`config.mk`:
```
export PLATFORM = sky130hd
export DESIGN_NAME = spi_flash_ctrl_flat
export DESIGN_NICKNAME = d
export VERILOG_FILES = /design/src/rtl/spi_flash_ctrl_pkg.sv /design/src/rtl/spi_flash_ctrl_if.sv /design/src/rtl/spi_flash_ctrl_bit_timer.sv /design/src/rtl/spi_flash_ctrl.sv /design/src/flat_wrapper.sv
export SDC_FILE = /design/constraint.sdc
export NUM_CORES = 1
export LEC_CHECK = 0
export BUFFER_PORTS_ARGS = -buffer_cell sky130_fd_sc_hd__buf_2
export CAP_MARGIN = 20
export CELL_PAD_IN_SITES_DETAIL_PLACEMENT = 0
export CELL_PAD_IN_SITES_GLOBAL_PLACEMENT = 2
export CORE_UTILIZATION = 39
export DETAILED_ROUTE_END_ITERATION = 8
export PLACE_DENSITY_LB_ADDON = 0.08
export SLEW_MARGIN = 20
export SYNTH_ARGS = -nofsm -noshare
export SYNTH_HDL_FRONTEND = slang
export SYNTH_SLANG_ARGS = --single-unit
```
`constraint.sdc`:
```
create_clock -name clk -period 5.9 [get_ports clk]
set_clock_uncertainty 0.15 [all_clocks]
set_input_delay 0.885 -clock clk [delete_from_list [all_inputs] [get_ports clk]]
set_output_delay 0.885 -clock clk [all_outputs]
set_load 0.03 [all_outputs]
```
`src/rtl/spi_flash_ctrl_pkg.sv`:
```
// Shared definitions for the EN25F80 read-only SPI flash controller:
// command opcode, FSM state encoding and the little-endian word assembly helper.
package spi_flash_ctrl_pkg;

    localparam logic [7:0] FLASH_CMD_READ = 8'h03;

    typedef enum logic [2:0] {
        ST_IDLE,
        ST_SETUP,
        ST_SHIFT,
        ST_HOLD,
        ST_DONE,
        ST_GAP
    } state_t;

    // Bytes arrive MSB-first in the receive shift register; the first byte belongs in [7:0].
    function automatic logic [31:0] bswap32(input logic [31:0] w);
        return {w[7:0], w[15:8], w[23:16], w[31:24]};
    endfunction

endpackage

```
`src/rtl/spi_flash_ctrl_if.sv`:
```
// CPU-side word-read bus between devctrl and the SPI flash controller.
interface spi_flash_ctrl_if;
    logic        devEnable_i;
    logic        readEnable_i;
    logic [31:0] addr_i;
    logic [31:0] readData_o;
    logic        busy_o;

    modport slave  (input  devEnable_i, readEnable_i, addr_i, output readData_o, busy_o);
    modport master (output devEnable_i, readEnable_i, addr_i, input  readData_o, busy_o);
endinterface

```
`src/rtl/spi_flash_ctrl_bit_timer.sv`:
```
// SCLK generator: CLK_DIV-cycle half periods, starting low, with strobes on the
// clk edges that raise and lower SCLK. Held cleared while not enabled.
module spi_bit_timer #(
    parameter int unsigned CLK_DIV = 2
) (
    input  logic clk,
    input  logic rst_n,
    input  logic en,
    output logic sclk,
    output logic rise,
    output logic fall
);

    localparam int unsigned   CW   = (CLK_DIV > 1) ? $clog2(CLK_DIV) : 1;
    localparam logic [CW-1:0] LAST = CW'(CLK_DIV - 1);

    logic [CW-1:0] cnt_q;
    logic          phase_q;
    logic          wrap;

    assign wrap = en && (cnt_q == LAST);
    assign rise = wrap && !phase_q;
    assign fall = wrap && phase_q;
    assign sclk = phase_q;

    always_ff @(posedge clk or negedge rst_n) begin
        if (!rst_n) begin
            cnt_q   <= '0;
            phase_q <= 1'b0;
        end else if (!en) begin
            cnt_q   <= '0;
            phase_q <= 1'b0;
        end else if (wrap) begin
            cnt_q   <= '0;
            phase_q <= !phase_q;
        end else begin
            cnt_q   <= cnt_q + 1'b1;
        end
    end

endmodule

```
`src/rtl/spi_flash_ctrl.sv`:
```
// Read-only memory-mapped controller for the EN25F80: one READ (0x03) command per
// CPU word read in SPI mode 0, stalling the CPU through busy_o. Writes are ignored.
module spi_flash_ctrl
    import spi_flash_ctrl_pkg::*;
#(
    parameter int unsigned CLK_DIV   = 2,
    parameter int unsigned ADDR_BITS = 20,
    parameter int unsigned CS_GAP    = 3
) (
    input  logic             clk,
    input  logic             rst_n,
    spi_flash_ctrl_if.slave  bus,
    output logic             spiClk_o,
    output logic             spiCs_n_o,
    output logic             spiDi_o,
    input  logic             spiDo_i
);

    localparam int unsigned GW = (CS_GAP > 1) ? $clog2(CS_GAP) : 1;

    state_t        state_q, state_d;
    logic [63:0]   sr_q;
    logic [5:0]    bit_q;
    logic [GW-1:0] gap_q;
    logic          miso_q;
    logic [31:0]   rdata_q;
    logic [23:0]   flash_addr;
    logic          req, load, busy;
    logic          sclk_lvl, rise, fall;

    assign req = bus.devEnable_i && bus.readEnable_i;

    always_comb begin
        flash_addr = '0;
        flash_addr[ADDR_BITS-1:2] = bus.addr_i[ADDR_BITS-1:2];
    end

    spi_bit_timer #(.CLK_DIV(CLK_DIV)) u_bit_timer (
        .clk   (clk),
        .rst_n (rst_n),
        .en    (state_q == ST_SHIFT),
        .sclk  (sclk_lvl),
        .rise  (rise),
        .fall  (fall)
    );

    always_comb begin
        state_d = state_q;
        load    = 1'b0;
        busy    = 1'b0;
        unique case (state_q)
            ST_IDLE: begin
                busy = req;
                if (req) begin
                    load    = 1'b1;
                    state_d = ST_SETUP;
                end
            end
            ST_SETUP: begin
                busy    = 1'b1;
                state_d = ST_SHIFT;
            end
            ST_SHIFT: begin
                busy = 1'b1;
                if (fall && bit_q == 6'd63) state_d = ST_HOLD;
            end
            ST_HOLD: begin
                busy    = 1'b1;
                state_d = ST_DONE;
            end
            ST_DONE: begin
                state_d = (CS_GAP > 1) ? ST_GAP : ST_IDLE;
            end
            ST_GAP: begin
                // A request waiting here launches directly once tSHSL is met.
                busy = req;
                if (gap_q == '0) begin
                    if (req) begin
                        load    = 1'b1;
                        state_d = ST_SETUP;
                    end else begin
                        state_d = ST_IDLE;
                    end
                end
            end
            default: state_d = ST_IDLE;
        endcase
    end

    always_ff @(posedge clk or negedge rst_n) begin
        if (!rst_n) begin
            state_q <= ST_IDLE;
            sr_q    <= '0;
            bit_q   <= '0;
            gap_q   <= '0;
            miso_q  <= 1'b0;
            rdata_q <= '0;
        end else begin
            state_q <= state_d;
            if (load) begin
                sr_q  <= {FLASH_CMD_READ, flash_addr, 32'h0};
                bit_q <= '0;
            end else if (state_q == ST_SHIFT) begin
                // MISO sampled on the rising edge enters the vacated LSB on the falling edge.
                if (rise) miso_q <= spiDo_i;
                if (fall) begin
                    sr_q  <= {sr_q[62:0], miso_q};
                    bit_q <= bit_q + 6'd1;
                end
            end
            if (state_q == ST_HOLD) rdata_q <= bswap32(sr_q[31:0]);
            if (state_q == ST_DONE) begin
                gap_q <= GW'(CS_GAP - 2);
            end else if (state_q == ST_GAP && gap_q != '0) begin
                gap_q <= gap_q - 1'b1;
            end
        end
    end

    assign spiCs_n_o      = !(state_q == ST_SETUP || state_q == ST_SHIFT || state_q == ST_HOLD);
    assign spiClk_o       = (state_q == ST_SHIFT) && sclk_lvl;
    assign spiDi_o        = (state_q == ST_SETUP || state_q == ST_SHIFT) && sr_q[63];
    assign bus.readData_o = rdata_q;
    assign bus.busy_o     = rst_n && busy;

endmodule

```
`src/flat_wrapper.sv`:
```
// flat-port wrapper written by rule: the top's interface ports become plain ports
module spi_flash_ctrl_flat import spi_flash_ctrl_pkg::*;
#(
    parameter int unsigned CLK_DIV   = 2,
    parameter int unsigned ADDR_BITS = 20,
    parameter int unsigned CS_GAP    = 3
)
  (clk, rst_n, spiClk_o, spiCs_n_o, spiDi_o, spiDo_i, bus_devEnable_i, bus_readEnable_i, bus_addr_i, bus_readData_o, bus_busy_o);
  spi_flash_ctrl_if bus_i ();
  input  logic clk;
  input  logic rst_n;
  output logic spiClk_o;
  output logic spiCs_n_o;
  output logic spiDi_o;
  input  logic spiDo_i;
  input wire logic [$bits(bus_i.devEnable_i)-1:0] bus_devEnable_i;
  input wire logic [$bits(bus_i.readEnable_i)-1:0] bus_readEnable_i;
  input wire logic [$bits(bus_i.addr_i)-1:0] bus_addr_i;
  output wire logic [$bits(bus_i.readData_o)-1:0] bus_readData_o;
  output wire logic [$bits(bus_i.busy_o)-1:0] bus_busy_o;
  assign bus_i.devEnable_i = bus_devEnable_i;
  assign bus_i.readEnable_i = bus_readEnable_i;
  assign bus_i.addr_i = bus_addr_i;
  assign bus_readData_o = bus_i.readData_o;
  assign bus_busy_o = bus_i.busy_o;
  spi_flash_ctrl #(.CLK_DIV(CLK_DIV), .ADDR_BITS(ADDR_BITS), .CS_GAP(CS_GAP)) u_core (.clk(clk), .rst_n(rst_n), .bus(bus_i), .spiClk_o(spiClk_o), .spiCs_n_o(spiCs_n_o), .spiDi_o(spiDi_o), .spiDo_i(spiDo_i));
endmodule
```
**Word-level counts from Yosys, hierarchy flattened**

Index checks and enable logic that the tools add are counted.

- Flip-flop bits (word level): 110
- Input port bits: 37
- Output and inout port bits: 36
- Word-level logic and storage cells: 67

- Add/subtract/negate cells: 3
- Equal/unequal tests: 10
- Mux-type cells: 21
- Bitwise logic cells: 1
- Reductions and logical operators: 24

Operator list:

| cell | number |
|---|---|
| $mux 64 | 3 |
| $mux 6 | 3 |
| $pmux 3 s6 | 1 |
| $logic_and 1x1->1 | 9 |
| $mux 3 | 3 |
| $ne 2x1->1 const B | 4 |
| $reduce_bool 2->1 | 4 |
| $mux 1 | 7 |
| $add 6x1->6 const B | 1 |
| $eq 3x2->1 const B | 2 |
| $eq 3x3->1 const B | 2 |
| $eq 6x6->1 const B | 1 |
| $reduce_and 3->1 | 2 |
| $mux 2 | 2 |
| $pmux 1 s2 | 2 |
| $eq 3x1->1 const B | 1 |
| $logic_not 3->1 | 1 |
| $reduce_or 3->1 | 1 |
| $logic_not 1->1 | 2 |
| $logic_not 2->1 | 1 |
| $logic_or 1x1->1 | 2 |
| $reduce_and 2->1 | 1 |
| $reduce_or 2->1 | 1 |
| $sub 2x1->2 const B | 1 |
| other kinds (2) | 2 |

**Logic depth before layout (Yosys ltp)**

Gate-level depths: netlist of the first run.

- Word-level depth: 6
- Depth in mapped cells: 8
- Mapped depth without buffers: 5

**By module**

From an unflattened synthesis of the first run, not the netlist that was laid out.

- Cell total of the unflattened synthesis: 410
- Area, all modules: 4575.6 um^2

Modules (own cells, without submodules):

| module | times used | cells an instance | area each (um^2) | seq. area each (um^2) |
|---|---|---|---|---|
| spi_flash_ctrl | 1 | 402 | 4486.8 | 2702.6 |
| spi_bit_timer | 1 | 8 | 88.8 | 50.0 |

**Worst setup path before layout of the first run**

Ideal clock, no wire load.

- Path type: input to output
- Start point: input port bus_devEnable_i
- End point: output port bus_busy_o
- Data arrival time: 2.109 ns
- Data required time: 4.865 ns
- Slack: 2.756 ns
- Cell stages on the path: 4
- Path buffers: 1
- Path through: and3b_1 clkbuf_1 o21ai_0 a21boi_0

- Word-level cells in the longest chain between the ends: 3

RTL lines:

| what | line | source |
|---|---|---|
| start, declared | flat_wrapper.sv:16 | `input wire logic [$bits(bus_i.devEnable_i)-1:0] bus_devEnable_i;` |
| $logic_and 1x1->1 | spi_flash_ctrl.sv:31 | `assign req = bus.devEnable_i && bus.readEnable_i;` |
| $pmux 1 s2 | spi_flash_ctrl.sv:51 | `unique case (state_q)` |
| $logic_and 1x1->1 | spi_flash_ctrl.sv:124 | `assign bus.busy_o = rst_n && busy;` |
| end, declared | flat_wrapper.sv:20 | `output wire logic [$bits(bus_i.busy_o)-1:0] bus_busy_o;` |

Every way passes these cells.

**Worst setup path after layout of the first run**

Ends and elaborated chain as after synthesis.

==> flow_summary.ini, run 1 <==
[power_and_ir_drop]
clockPowerShare_pct = 24.5
p_leak_nw = 2.48
p_switching_w = 0.000912
switching_share_pct = 38.5
comb_power_share_pct = 31.9
seq_power_share_pct = 43.5
power_density_mw_per_mm2 = 431
intPower_w = 0.00146
peakVddDrop_uv = 211
fin_total_pwr_w = 0.00237

[finish]
finalInstanceArea_mm2 = 0.00549
mostFrequentLayoutCells = dfrtp_1, o21ai_0, nand3_1, buf_2, a21oi_1
nNetsFinal = 531
drive_gt1_share_pct = 23.7
layoutNonFillerInstCount = 665
area_growth_pct = 12.9
num_antenna_cells = 0
final_common_cell = dfrtp_1

[logic_synthesis]
synth-seq-cells = 110
yosysSeqAreaShare_pct = 56.5
ys_async_sr_fraction_pct = 100
yosys.cell_types.count = 34
synth-edff-count = 0
syn-num-nets = 506
syn-cell-area_mm2 = 0.00487
synthCells = 467
synth_top_flop_cell = dfrtp_1
ys_warn_count = 0
syn_area_per_cell_um2 = 10.4

[global_routing]
grt_max_degree = 77
grt_usage_pct = 18.8
grt_pass1_vias = 3726
grt_pass1_wl_um = 19100
antenna_found_initial = 0
gr-total-overflow = 0

[setup_path]
setup.worst_path.end_class = primary output
startpoint_type = input port
worst-path-max-fanout = 20
cp.arrival_ps = 2150
crit_type = input port to primary output
cp.required_ps = 4870

[detailed_routing]
drt_iter0_drc = 281
wl_per_cell_um = 16.7
routed_wl_um = 11100
ant_nets = 0
drtPass1Iterations = 4
viasPerCell = 5.56
drc_errors = 0
vias = 3695

[placed_design]
hpwl_um = 5830
dpl.cell_count = 649
place_ws_ps = 2550
placed_area_mm2 = 0.00521
gp_congestion = 0.718
io_buffers = 58

[clock_network]
numCtsBuffers = 9
cts_hold_buf = 0
ctsResizeCount = 0
cts_buffer_depth = 2
clk_pin_slew_ps = 80
cts-htree-levels = 3
post_cts_buffers = 0
cts_tree = done
root_buffer = clkbuf_16
clock-sinks = 110
insertion_delay_ps = 350

[die]
boundaryPins = 73
row_count = 40
start_util_pct = 40.2
fp.dieH_um = 114
die_w_um = 114
die-area_mm2 = 0.0129
core_mm2 = 0.0121

[sta]
fmax_mhz = 314
fin_crit_sh_pct = 54.0
report.final.slew_viol_count = 0
finalSetupViolCount = 0
maxSlewHeadroom_pct = 44.0
fin_tns_setup_ps = 0
worstMarginPinSlew_ps = 840
report.final.hold_viol_count = 0
worst_slack_ps = 2720
rsz0062_at_grt = no
fin_crit_ps = 3180

[job]
max_cap_violations = 0

[min_path]
hold_class = flop to flop

[outcome]
status = finished, final reports clean
==> cell usage after synthesis (2+ instances only) <==
cell type  count  area [µm²]
nand2_1        7        26.3
o31ai_1        4        30.0
or3_1          2        12.5
buf_2         13        65.1
nor3b_1        2        15.0
and3_1         3        18.8
xnor2_1        2        17.5
ha_1           2        25.0
a211o_1        2        17.5
dfrtp_1      110        2750
nor2_1         4        15.0
nand3_1       66         330
clkbuf_1      34         128
a21oi_1       51         255
nand4_1       20         125
nand2b_1       2        12.5
inv_1          4        15.0
and2_1         4        25.0
mux2_2        33         372
o211ai_1      18         135
or4_1          3        22.5
o21ai_0       69         345
==> flip-flops by register name, indices dropped and copies added, names as in the netlist <==
register and flops:
u_core.u_bit_timer.sclk 1, u_core.miso_q 1, u_core.sr_q 64, u_core.state_q 3, u_core.bus.readData_o 32, u_core.gap_q 2, u_core.u_bit_timer.cnt_q 1, u_core.bit_q 6
==> cell families after synthesis <==
logic type / after synthesis / synth area share [%]
mux: 33 / 7.63
simple gates: 117 / 13.1
xor+xnor: 2 / 0.360
flops: 110 / 56.5
compound gates: 150 / 17.2
fa+ha+maj: 2 / 0.514
buf+inv: 53 / 4.65
==> stage by stage <==
stage | hold WS [ps] | utilization, %
floorplan | 300 | -
detailed placement | 325 | 43.0
finish | 341 | 45.4
CTS | 344 | 45.3
global placement | 312 | 43.0
global route | 357 | 45.4
==> worst max-delay path, stage by stage <==
cell      delay (ps)
buf_2             90
and3b_1          650
o21ai_0          140
a21boi_0         160
buf_2            220
==> power groups by stage <==
stage | Combinational (W) | Clock, W | Sequential, W
CTS | 0.000763 | 0.000613 | 0.00103
detailed placement | 0.000762 | 0 | 0.00104
global placement | 0.000755 | 0 | 0.00104
floorplan | 0.000485 | 0 | 0.00112
finish | 0.000756 | 0.000581 | 0.00103
global route | 0.000831 | 0.000635 | 0.00105
==> final cells by class <==
class | count | area (µm²)
timing repair buffer | 63 | 330
tap | 168 | 210
multi-input combinational | 304 | 1900
clock inverter | 5 | 38.8
clock buffer | 11 | 243
fill | 1203 | 6620
sequential | 110 | 2750
inverter | 4 | 15.0
==> worst paths after layout <==
path	slack, ps	to	start	cells past startpoint
min	340	u_core.sr_q[57]$_DFFE_PN0P_	u_core.sr_q[57]$_DFFE_PN0P_	1
min in group asynchronous	390	u_core.state_q[2]$_DFFE_PN0P_	rst_n	1
max in group asynchronous	3960	u_core.sr_q[8]$_DFFE_PN0P_	rst_n	2
min reg2reg	340	u_core.sr_q[57]$_DFFE_PN0P_	u_core.sr_q[57]$_DFFE_PN0P_	1
max reg2reg	2950	u_core.sr_q[18]$_DFFE_PN0P_	u_core.state_q[1]$_DFFE_PN0P_	4
max	2720	bus_busy_o	bus_devEnable_i	5
==> routing by layer <==
metal / global-route usage, % / vias up / wire, µm
met5: 0 / - / 0
met2: 31.6 / 66 / 5270
met1: 24.2 / 1872 / 5330
met3: 4.57 / 6 / 432
met4: 5.18 / 0 / 93
li1: - / 1751 / -
(Power assumes the default switching activity.)
==> run 2, diff against run 1 <==
--- a/config.mk
+++ b/config.mk
@@ -9,7 +9,7 @@
 export CAP_MARGIN = 20
 export CELL_PAD_IN_SITES_DETAIL_PLACEMENT = 0
 export CELL_PAD_IN_SITES_GLOBAL_PLACEMENT = 2
-export CORE_UTILIZATION = 39
+export CORE_UTILIZATION = 36
 export DETAILED_ROUTE_END_ITERATION = 8
 export PLACE_DENSITY_LB_ADDON = 0.08
 export SLEW_MARGIN = 20
==> constraint.sdc (replaced) <==
create_clock -name clk -period 3.1 [get_ports clk]
set_clock_uncertainty 0.15 [all_clocks]
set_input_delay 0.465 -clock clk [delete_from_list [all_inputs] [get_ports clk]]
set_output_delay 0.465 -clock clk [all_outputs]
set_load 0.03 [all_outputs]
==> run 2 against run 1 <==
  * Global-route usage fell by 1.9 points
  * First-iteration DRC count fell by 25%
  * Register-to-register slack got worse by 2100 ps
  * Sequential cell count did not move
  * Critical path type is now flop to primary output
  * Critical path depth did not move
  * Combinational power rose by 97%
==> flow_summary.ini, run 2 (synthesized netlist as in run 1, its figures left out) <==
[sta]
worstMarginPinSlew_ps = 852
report.final.hold_viol_count = 0
maxSlewHeadroom_pct = 43.2
finalSetupViolCount = 0
report.final.slew_viol_count = 0
fin_crit_ps = 2470
fin_crit_sh_pct = 79.7
fin_tns_setup_ps = 0
rsz0062_at_grt = no
fmax_mhz = 405

[finish]
multi_input_area_mm2 = 0.00190
finalInstanceArea_mm2 = 0.00564
final_common_cell = dfrtp_1
nNetsFinal = 536
num_antenna_cells = 0
mostFrequentLayoutCells = dfrtp_1, o21ai_0, nand3_1, buf_2, a21oi_1
top_register = u_core.sr_q
regArea_mm2 = 0.00275
fillers = 1315
largest_register_ffs = 64
area_growth_pct = 15.9
drive_gt1_share_pct = 24.7

[clock_network]
clock-sinks = 110
cts_buffer_depth = 2
cts_tree = done
ctsResizeCount = 0
numCtsBuffers = 9
insertion_delay_ps = 350
root_buffer = clkbuf_16
clk_pin_slew_ps = 70
post_cts_buffers = 0
cts_hold_buf = 0
cts-htree-levels = 3

[placed_design]
gp_congestion = 0.708
placed_area_mm2 = 0.00531
io_buffers = 58
hpwl_um = 6010

[detailed_routing]
drt_iter0_drc = 210
viasPerCell = 5.51
drc_errors = 0
drtPass1Iterations = 4
routed_wl_um = 11000
wl_per_cell_um = 16.2
vias = 3735
ant_nets = 0

[setup_path]
cp.required_ps = 2480
worst-path-max-fanout = 20
startpoint_type = flop
setup.worst_path.end_class = primary output
crit_type = flop to primary output
cp.arrival_ps = 1860

[die]
start_util_pct = 36.9
die-area_mm2 = 0.0140
fp.dieH_um = 118
core_mm2 = 0.0132
die_w_um = 118
boundaryPins = 73
row_count = 42

[global_routing]
grt_pass1_vias = 3629
grt_pass1_wl_um = 18800
grt_usage_pct = 16.9
gr-total-overflow = 0
grt_max_degree = 111
antenna_found_initial = 0

[outcome]
status = finished, final reports clean

[power_and_ir_drop]
power_density_mw_per_mm2 = 838
p_leak_nw = 2.53
peakVddDrop_uv = 388

[job]
max_cap_violations = 0

[min_path]
hold_class = input port to async pin
[run 2: cell types whose count changed in the layout (fill, tap and decap cells not counted), sizes merged]
cell and change:
inv -1, buf +5, clkinvlp -1, bufinv +2
[run 2: final cells by class]
type                    count  area share (%)
repair buffers             68            7.41
inverters                   4           0.266
well taps                 176            3.90
flip-flops and latches    110            48.8
clock inverters             5            1.57
multi-input cells         304            33.8
clock buffers              11            4.30
[run 2: power by group]
part	switching, W	internal [W]	total (W)
clock network	0.000549	0.000742	0.00129
registers	0.000207	0.00175	0.00195
logic	0.000989	0.000496	0.00149
total	0.00175	0.00298	0.00473
[run 2: worst paths after layout]
check | end | cells after the start | startpoint | slack [ps]
worst max-delay path | bus_busy_o | 5 | u_core.state_q[1]$_DFFE_PN0P_ | 630
worst min-delay path | u_core.miso_q$_DFFE_PN0P_ | 2 | rst_n | 40
worst max register to register | u_core.miso_q$_DFFE_PN0P_ | 3 | u_core.state_q[0]$_DFFE_PN0P_ | 860
worst min register to register | u_core.sr_q[56]$_DFFE_PN0P_ | 1 | u_core.sr_q[56]$_DFFE_PN0P_ | 340
max in group asynchronous | u_core.sr_q[44]$_DFFE_PN0P_ | 2 | rst_n | 2310
min in group clk | u_core.miso_q$_DFFE_PN0P_ | 2 | spiDo_i | 200
[run 2: per-layer routing]
| layer | track usage [%] | routed length (µm) | share of wire, % | up-vias |
|---|---|---|---|---|
| met5 | 0 | 0 | 0 | - |
| met4 | 4.81 | 116 | 1.1 | 0 |
| met3 | 4.97 | 463 | 4.2 | 6 |
| met2 | 26.7 | 5130 | 47 | 73 |
| met1 | 22.4 | 5290 | 48 | 1891 |
| li1 | - | - | - | 1765 |
[run 2: metrics by stage]
stage | setup slack [ps] | hold slack [ps] | total power, W | util (%) | cells
after floorplan | 717 | 19.4 | 0.00306 | - | 467
final | 628 | 39.3 | 0.00473 | 42.8 | 678
after global routing | 445 | 98.9 | 0.00503 | 42.8 | 678
after global placement | 874 | 312 | 0.00347 | 40.3 | 662
after detailed placement | 848 | 327 | 0.00349 | 40.3 | 662
after CTS | 567 | 80.4 | 0.00481 | 42.8 | 678
[run 2: worst max-delay path, cell delays in order, from the launching register on]
cell	delay (ps)
dfrtp_1	480
and3b_1	250
buf_4	240
o21ai_0	110
a21boi_0	190
buf_2	220
